===== src/rtl/mips_mc_pkg.sv =====
// Shared types and constants for the multicycle MIPS memory-access stage.
package mips_mc_pkg;

  // Memory-stage sequencer states.
  typedef enum logic [1:0] {
    IDLE  = 2'd0,
    ISSUE = 2'd1,
    WAIT  = 2'd2,
    DONE  = 2'd3
  } state_e;

  // Kind of access accepted from the controller.
  typedef enum logic [1:0] {
    FETCH = 2'd0,
    READ  = 2'd1,
    WRITE = 2'd2
  } kind_e;

  // Opcodes the controller decodes from IR[31:26].
  localparam logic [5:0] OP_RTYPE = 6'h00;
  localparam logic [5:0] OP_BEQ   = 6'h04;
  localparam logic [5:0] OP_LW    = 6'h23;
  localparam logic [5:0] OP_SW    = 6'h2B;

  // IR contents after reset: all-zero decodes as sll $0,$0,0 (NOP).
  localparam logic [31:0] NOP_INSTR = 32'h0000_0000;

  // Word accesses only: the two byte-offset bits must be clear.
  function automatic logic is_word_aligned(input logic [1:0] low_bits);
    return (low_bits == 2'b00);
  endfunction

endpackage


===== src/rtl/mem_timeout_ctr.sv =====
// Saturating wait counter that flags when an outstanding access has waited
// TIMEOUT cycles without an acknowledge.
module mem_timeout_ctr #(
  parameter int TIMEOUT = 255
) (
  input  logic       clk,
  input  logic       rst_n,
  input  logic       clear,
  input  logic       enable,
  output logic       expired,
  output logic [7:0] count
);

  // Value of the counter during the last permitted wait cycle.
  localparam logic [7:0] LAST = 8'(TIMEOUT - 1);

  logic [7:0] cnt_q;
  logic [7:0] cnt_d;

  // Expiry is flagged during the TIMEOUT-th enabled cycle so the owner can
  // abort on the same edge that would otherwise start cycle TIMEOUT+1.
  assign expired = enable && (cnt_q == LAST);
  assign count   = cnt_q;

  // Next count: clear wins, otherwise count enabled cycles up to expiry.
  always_comb begin
    cnt_d = cnt_q;
    if (clear) begin
      cnt_d = 8'd0;
    end else if (enable && !expired) begin
      cnt_d = cnt_q + 8'd1;
    end
  end

  // Counter register.
  always_ff @(posedge clk or negedge rst_n) begin
    if (!rst_n) begin
      cnt_q <= 8'd0;
    end else begin
      cnt_q <= cnt_d;
    end
  end

endmodule


===== src/rtl/mem_fetch_unit.sv =====
// Memory-access stage for the multicycle controller: accepts one fetch, read
// or write command, runs it against a variable-latency memory and latches the
// result into IR or MDR while holding the controller with busy.
//
// Memory handshake: mem_req rises in ISSUE and stays high, together with
// stable mem_addr/mem_we/mem_wdata, until the clock edge that samples
// mem_ack=1 in WAIT. mem_ack is a single-cycle strobe; mem_rdata is only
// looked at in that same cycle. An ack seen in any other state is ignored.
module mem_fetch_unit
  import mips_mc_pkg::*;
#(
  parameter int DW      = 32,
  parameter int AW      = 32,
  parameter int TIMEOUT = 255
) (
  input  logic          clk,
  input  logic          rst_n,
  input  logic [AW-1:0] pc,
  input  logic [AW-1:0] alu_out,
  input  logic [DW-1:0] wdata,
  input  logic          IorD,
  input  logic          IRWrite,
  input  logic          MemRead,
  input  logic          MemWrite,
  output logic          mem_req,
  output logic          mem_we,
  output logic [AW-1:0] mem_addr,
  output logic [DW-1:0] mem_wdata,
  input  logic [DW-1:0] mem_rdata,
  input  logic          mem_ack,
  output logic [DW-1:0] instr,
  output logic [5:0]    opcode,
  output logic [DW-1:0] mdr,
  output logic          busy,
  output logic          done,
  output logic          err,
  output state_e        state_dbg
);

  state_e        state_q, state_d;
  kind_e         kind_q, kind_d;
  logic          we_q, we_d;
  logic [AW-1:0] addr_q, addr_d;
  logic [DW-1:0] wdata_q, wdata_d;
  logic [DW-1:0] instr_q, instr_d;
  logic [DW-1:0] mdr_q, mdr_d;
  logic          err_q, err_d;

  logic          cmd_any;
  logic          cmd_multi;
  kind_e         cmd_kind;
  logic [AW-1:0] sel_addr;
  logic          ctr_clear;
  logic          ctr_enable;
  logic          ctr_expired;
  logic [7:0]    ctr_count;

  // Command decode: address mux and strobe priority IRWrite > MemRead > MemWrite.
  always_comb begin
    sel_addr  = IorD ? alu_out : pc;
    cmd_any   = IRWrite | MemRead | MemWrite;
    cmd_multi = (IRWrite & MemRead) | (IRWrite & MemWrite) | (MemRead & MemWrite);
    cmd_kind  = WRITE;
    if (IRWrite) begin
      cmd_kind = FETCH;
    end else if (MemRead) begin
      cmd_kind = READ;
    end
  end

  // The wait counter only runs while an access is outstanding and unanswered.
  assign ctr_clear  = (state_q != WAIT);
  assign ctr_enable = (state_q == WAIT) && !mem_ack;

  mem_timeout_ctr #(
    .TIMEOUT(TIMEOUT)
  ) u_timeout (
    .clk    (clk),
    .rst_n  (rst_n),
    .clear  (ctr_clear),
    .enable (ctr_enable),
    .expired(ctr_expired),
    .count  (ctr_count)
  );

  // Next-state, command capture and result loading.
  always_comb begin
    state_d = state_q;
    kind_d  = kind_q;
    we_d    = we_q;
    addr_d  = addr_q;
    wdata_d = wdata_q;
    instr_d = instr_q;
    mdr_d   = mdr_q;
    err_d   = 1'b0;

    unique case (state_q)
      IDLE: begin
        if (cmd_any) begin
          if (!is_word_aligned(sel_addr[1:0])) begin
            // Rejected without touching memory or the captured command.
            err_d = 1'b1;
          end else begin
            state_d = ISSUE;
            kind_d  = cmd_kind;
            we_d    = (cmd_kind == WRITE);
            addr_d  = sel_addr;
            wdata_d = wdata;
            err_d   = cmd_multi;
          end
        end
      end
      ISSUE: begin
        state_d = WAIT;
      end
      WAIT: begin
        if (mem_ack) begin
          state_d = DONE;
          if (kind_q == FETCH) begin
            instr_d = mem_rdata;
          end else if (kind_q == READ) begin
            mdr_d = mem_rdata;
          end
        end else if (ctr_expired) begin
          state_d = IDLE;
          err_d   = 1'b1;
        end
      end
      DONE: begin
        state_d = IDLE;
      end
      default: begin
        state_d = IDLE;
      end
    endcase
  end

  // State and datapath registers; reset also discards any in-flight access.
  always_ff @(posedge clk or negedge rst_n) begin
    if (!rst_n) begin
      state_q <= IDLE;
      kind_q  <= FETCH;
      we_q    <= 1'b0;
      addr_q  <= '0;
      wdata_q <= '0;
      instr_q <= DW'(NOP_INSTR);
      mdr_q   <= '0;
      err_q   <= 1'b0;
    end else begin
      state_q <= state_d;
      kind_q  <= kind_d;
      we_q    <= we_d;
      addr_q  <= addr_d;
      wdata_q <= wdata_d;
      instr_q <= instr_d;
      mdr_q   <= mdr_d;
      err_q   <= err_d;
    end
  end

  // Memory port: request straight from state so reset drops it at once.
  assign mem_req   = (state_q == ISSUE) || (state_q == WAIT);
  assign mem_we    = mem_req && we_q;
  assign mem_addr  = addr_q;
  assign mem_wdata = wdata_q;

  // Controller-facing outputs.
  assign instr     = instr_q;
  assign opcode    = instr_q[DW-1 -: 6];
  assign mdr       = mdr_q;
  assign busy      = (state_q != IDLE);
  assign done      = (state_q == DONE);
  assign err       = err_q;
  assign state_dbg = state_q;

endmodule


===== config.mk =====
export PLATFORM = sky130hd
export DESIGN_NAME = mem_fetch_unit
export DESIGN_NICKNAME = d
export VERILOG_FILES = /design/src/rtl/mips_mc_pkg.sv /design/src/rtl/mem_timeout_ctr.sv /design/src/rtl/mem_fetch_unit.sv
export SDC_FILE = /design/constraint.sdc
export NUM_CORES = 1
export LEC_CHECK = 0
export ABC_AREA = 1
export CORE_ASPECT_RATIO = 0.6
export CORE_UTILIZATION = 42
export DETAILED_ROUTE_END_ITERATION = 16
export PLACE_DENSITY_LB_ADDON = 0.3
export SLEW_MARGIN = 25
export SYNTH_ARGS = -nofsm -noshare
export SYNTH_HDL_FRONTEND = slang
export SYNTH_HIERARCHICAL = 1
export SYNTH_SLANG_ARGS = --single-unit

===== constraint.sdc =====
create_clock -name clk -period 1.9 [get_ports clk]
set_input_delay 0.38 -clock clk [delete_from_list [all_inputs] [get_ports clk]]
set_output_delay 0.38 -clock clk [all_outputs]
set_load 0.03 [all_outputs]

==> flow_summary.html <==
<table>
<tr><th>Metric</th><th>Value</th></tr>
<tr><th colspan="2">Power and ir drop</th></tr>
<tr><td>Sequential group share of total power</td><td>30.5%</td></tr>
<tr><td>Power density over the cells</td><td>1714 nW/µm²</td></tr>
<tr><td>Switching share of power</td><td>40.32%</td></tr>
<tr><td>Peak supply drop</td><td>0.0009306 V</td></tr>
<tr><td>Leak</td><td>4.713 nW</td></tr>
<tr><td>Power share of the clock group</td><td>21.8%</td></tr>
<tr><td>Int Pwr</td><td>9.869 mW</td></tr>
<tr><td>Part of the power in combinational logic</td><td>47.7%</td></tr>
<tr><td>Total net switching power</td><td>6.666 mW</td></tr>
<tr><th colspan="2">Setup path</th></tr>
<tr><td>Startpoint type of the worst setup path</td><td>flip-flop</td></tr>
<tr><td>Capture point of the critical path</td><td>instr[29]</td></tr>
<tr><td>Top Family by Delay on Critical Path</td><td>buffers and inverters</td></tr>
<tr><td>Cell Chain, Critical Path</td><td>clkdlybuf4s50_1</td></tr>
<tr><td>Capturing point of the worst reg2reg path</td><td>mem_addr[25]</td></tr>
<tr><td>Number of buffer and inverter instances along the worst setup path</td><td>1</td></tr>
<tr><td>Data required time of the worst path</td><td>1.52 ns</td></tr>
<tr><td>R2R depth</td><td>8</td></tr>
<tr><td>Critical Path Sink Type</td><td>output port</td></tr>
<tr><td>Critical Path AT</td><td>1.47 ns</td></tr>
<tr><td>CP max-delay cell</td><td>sky130_fd_sc_hd__clkdlybuf4s50_1</td></tr>
<tr><td>Reg2Reg Setup Slack</td><td>0.18 ns</td></tr>
<tr><td>Kind of critical path</td><td>reg2out</td></tr>
<tr><td>Source of the critical timing path</td><td>instr[29]</td></tr>
<tr><td>Path length in cells of the critical path</td><td>1</td></tr>
<tr><td>Reg-to-reg critical path startpoint</td><td>state_dbg[1]</td></tr>
<tr><td>Largest fanout on the critical path</td><td>3</td></tr>
<tr><td>Critical path's largest stage delay</td><td>0.69 ns</td></tr>
<tr><th colspan="2">Clock network</th></tr>
<tr><td>Clock tree from TritonCTS</td><td>built</td></tr>
<tr><td>Clock edge transition at the registers on the reported setup and hold paths</td><td>0.06 ns</td></tr>
<tr><td>Clock tree root buffer cell</td><td>sky130_fd_sc_hd__clkbuf_16</td></tr>
<tr><td>Clock sink count</td><td>142</td></tr>
<tr><td>Number of buffers created by CTS</td><td>17</td></tr>
<tr><td>Largest buffer count on any clock path</td><td>2</td></tr>
<tr><td>Number of levels in the clock H-tree</td><td>4</td></tr>
<tr><td>Clock latency at the later pin of the worst-skew pair</td><td>0.40 ns</td></tr>
<tr><th colspan="2">Die</th></tr>
<tr><td>DIE AREA</td><td>14750 µm²</td></tr>
<tr><td>Core Box Area</td><td>13790 µm²</td></tr>
<tr><td>Rows</td><td>33</td></tr>
<tr><td>Ports placed on the boundary</td><td>276</td></tr>
<tr><td>Die Y</td><td>94.49 µm</td></tr>
<tr><td>Horiz. Die Dim</td><td>156.2 µm</td></tr>
<tr><td>Initial Util</td><td>43.42%</td></tr>
<tr><th colspan="2">Yosys</th></tr>
<tr><td>Yosys warning total</td><td>6</td></tr>
<tr><td>Share of the yosys chip area belonging to registers</td><td>59.34%</td></tr>
<tr><td>Leading post-synthesis cells by cell area</td><td>sky130_fd_sc_hd__dfrtp_1 (59%), sky130_fd_sc_hd__nand2_1 (15%), sky130_fd_sc_hd__o21ai_0 (8.2%)</td></tr>
<tr><td>Leading area contributor after synthesis</td><td>sky130_fd_sc_hd__dfrtp_1</td></tr>
<tr><td>Area share of the largest cell type after synthesis</td><td>59.34%</td></tr>
<tr><td>Synthesized area per cell</td><td>9.255 µm²</td></tr>
<tr><td>Syn_nets</td><td>787</td></tr>
<tr><td>Number of synthesized register bits</td><td>142</td></tr>
<tr><td>Netlist area before placement</td><td>5988 µm²</td></tr>
<tr><td>Post-synth cell types</td><td>23</td></tr>
<tr><td>Number of instances in the synthesized netlist</td><td>647</td></tr>
<tr><th colspan="2">Cells and area</th></tr>
<tr><td>Area growth from synthesis to final layout</td><td>61.14%</td></tr>
<tr><td>Commonest non-fill, non-tap cells in the layout</td><td>sky130_fd_sc_hd__clkdlybuf4s50_1 (259), sky130_fd_sc_hd__nand2_1 (232), sky130_fd_sc_hd__dfrtp_1 (142)</td></tr>
<tr><td>Share of final-layout standard cells stronger than drive strength 1</td><td>7.356%</td></tr>
<tr><td>Antenna diode count</td><td>0</td></tr>
<tr><td>Number of nets in the layout</td><td>1065</td></tr>
<tr><td>Most common library cell in the layout ignoring fill and taps</td><td>sky130_fd_sc_hd__clkdlybuf4s50_1</td></tr>
<tr><th colspan="2">Placed design</th></tr>
<tr><td>Count of port buffers added during placement</td><td>275</td></tr>
<tr><td>Detailed Place HPWL</td><td>11850 µm</td></tr>
<tr><td>Post-Place Setup Slack</td><td>0.02648 ns</td></tr>
<tr><td>Global placer's final weighted congestion</td><td>0.8636</td></tr>
<tr><th colspan="2">Run</th></tr>
<tr><td>Maximum capacitance violations</td><td>0</td></tr>
<tr><th colspan="2">Detailed routing</th></tr>
<tr><td>Number of DRC markers in iteration 0</td><td>326</td></tr>
<tr><td>Number of detailed-routing iterations run before antenna repair</td><td>5</td></tr>
<tr><td>Total DRC errors in the routed layout</td><td>0</td></tr>
<tr><td>Post-DR vias/cell</td><td>4.551</td></tr>
<tr><td>Total length of routed wires</td><td>16060 µm</td></tr>
<tr><td>Routed wire length per instance</td><td>14.21 µm</td></tr>
<tr><td>Number of vias after detailed routing</td><td>5143</td></tr>
<tr><td>Number of nets with antenna violations after routing</td><td>0</td></tr>
<tr><th colspan="2">Timing</th></tr>
<tr><td>Max Fclk</td><td>540.9 MHz</td></tr>
<tr><td>Final hold viol count</td><td>0</td></tr>
<tr><td>Unrepaired setup endpoints after global routing</td><td>false</td></tr>
<tr><td>Final Max Slew Viols</td><td>0</td></tr>
<tr><td>Worst Max-Slew Pin Slew</td><td>0.3717 ns</td></tr>
<tr><td>Summed negative setup slack over all endpoints</td><td>0 ns</td></tr>
<tr><td>Worst clock skew</td><td>0.007431 ns</td></tr>
<tr><td>Final worst setup slack</td><td>0.05138 ns</td></tr>
<tr><td>Slew Limit Headroom</td><td>75.14%</td></tr>
<tr><td>Post-route minimum period</td><td>1.849 ns</td></tr>
<tr><td>Part of the cycle the worst path needs</td><td>97.30%</td></tr>
<tr><td>Setup Viol. Count Final</td><td>0</td></tr>
<tr><th colspan="2">Global routing</th></tr>
<tr><td>Largest net degree at the start of global routing</td><td>65</td></tr>
<tr><td>Grt ovf</td><td>0</td></tr>
<tr><td>Combined global-route utilization of all metal layers</td><td>22.58%</td></tr>
<tr><td>Via count of the first global-routing pass</td><td>5009</td></tr>
<tr><td>Wire length of the first global-routing pass</td><td>25520 µm</td></tr>
<tr><td>Antenna violations before repair</td><td>0</td></tr>
<tr><th colspan="2">Run status</th></tr>
<tr><td>Outcome</td><td>complete, no violations</td></tr>
<tr><th colspan="2">Min path</th></tr>
<tr><td>Class of the tightest hold or removal check</td><td>in2async</td></tr>
</table>
worst min-delay path by stage:
| stage | start | slack, ns | endpoint | depth (start not counted) |
|---|---|---|---|---|
| 5_1_grt | rst_n | 0.38 | mem_addr[19] | 2 |
| 2_1_floorplan | rst_n | 0.08 | err | 0 |
| 3_3_place_gp | rst_n | 0.23 | mem_addr[17] | 1 |
| 6_report | rst_n | 0.38 | mem_addr[17] | 2 |
| 4_1_cts | rst_n | 0.36 | mem_addr[17] | 2 |
| 3_5_place_dp | rst_n | 0.23 | mem_addr[17] | 1 |
sequential cells by signal (all words and copies together), names as in the netlist:
| register | flops |
|---|---|
| kind_q | 2 |
| we_q | 1 |
| mdr | 32 |
| u_timeout/count | 8 |
| instr | 32 |
| mem_wdata | 32 |
| mem_addr | 32 |
| err | 1 |
| state_dbg | 2 |
what timing repair did:
| item | in CTS | in global routing |
|---|---|---|
| endpoints found under the hold margin | 15 | 0 |
| pin swaps | 0 | 0 |
| hold buffers | 1 | 0 |
| gates cloned | 0 | 0 |
| endpoints found under the setup margin | 5 | 12 |
| gates resized for setup | 8 | 12 |
| setup buffers | 0 | 0 |
cells by family (layout without fill, tap and decap cells):
| kind of cell | Yosys count | after routing | share of synthesized area [%] |
|---|---|---|---|
| AOI/OAI and AO/OA | 100 | 100 | 8.358 |
| xor gates and xnor gates | 3 | 3 | 0.4389 |
| DFF | 142 | 142 | 59.34 |
| muxes | 30 | 30 | 5.015 |
| adders and majority gates | 5 | 5 | 1.045 |
| buffers and inverters | 89 | 380 | 7.020 |
| and+or+nand+nor | 278 | 278 | 18.78 |
stage by stage:
| stage | cells | hold WS [ns] | power (mW) | cell area (µm²) | util (%) |
|---|---|---|---|---|---|
| 2_1_floorplan | 647 | 0.08441 | 9.360 | 5988 | - |
| 3_3_place_gp | 1097 | 0.2288 | 12.91 | 8985 | 65.15 |
| 3_5_place_dp | 1097 | 0.2262 | 13.06 | 8985 | 65.15 |
| 4_1_cts | 1130 | 0.3587 | 16.73 | 9638 | 69.89 |
| 5_1_grt | 1130 | 0.3823 | 17.43 | 9649 | 69.97 |
| 6_report | 1130 | 0.3829 | 16.54 | 9649 | 69.97 |
power by group through the flow:
stage               logic [mW]  registers, mW  clock network (mW)
floorplan                 1.80           7.56                   0
global placement          7.86           5.04                   0
detailed placement        8.01           5.05                   0
CTS                       8.00           5.05                3.68
global route              8.41           5.20                3.83
finish                    7.88           5.05                3.60
final cells by class:
type,count,area (µm²)
fillers,1142,4141
flip-flops and latches,142,3553
repair buffers,294,2985
multi-input cells,416,2017
clock buffers,19,432.9
well taps,192,240.2
clock inverters,13,212.7
inverters,54,207.7
synthesized netlist by cell type, drive strengths merged:
cell type and instances:
mux2i 30, dfrtp 142, buf 23, inv 53
a21oi 1, o21ai 99, xor2 3, nor2 20
nand3b 1, clkbuf 12, clkinv 1, ha 5
nand3 10, nand4 6, nand2 241
routing by layer:
layer	global-route usage [%]	share of wire (%)	vias to the layer above	wire [µm]
met5	0	0	-	0
met4	5.474	0.90	0	144
met3	7.251	6.5	15	1046
met2	35.27	46	157	7455
met1	30.64	46	2380	7409
li1	-	-	2591	-
No activity file was read; power rests on OpenSTA's default activity.
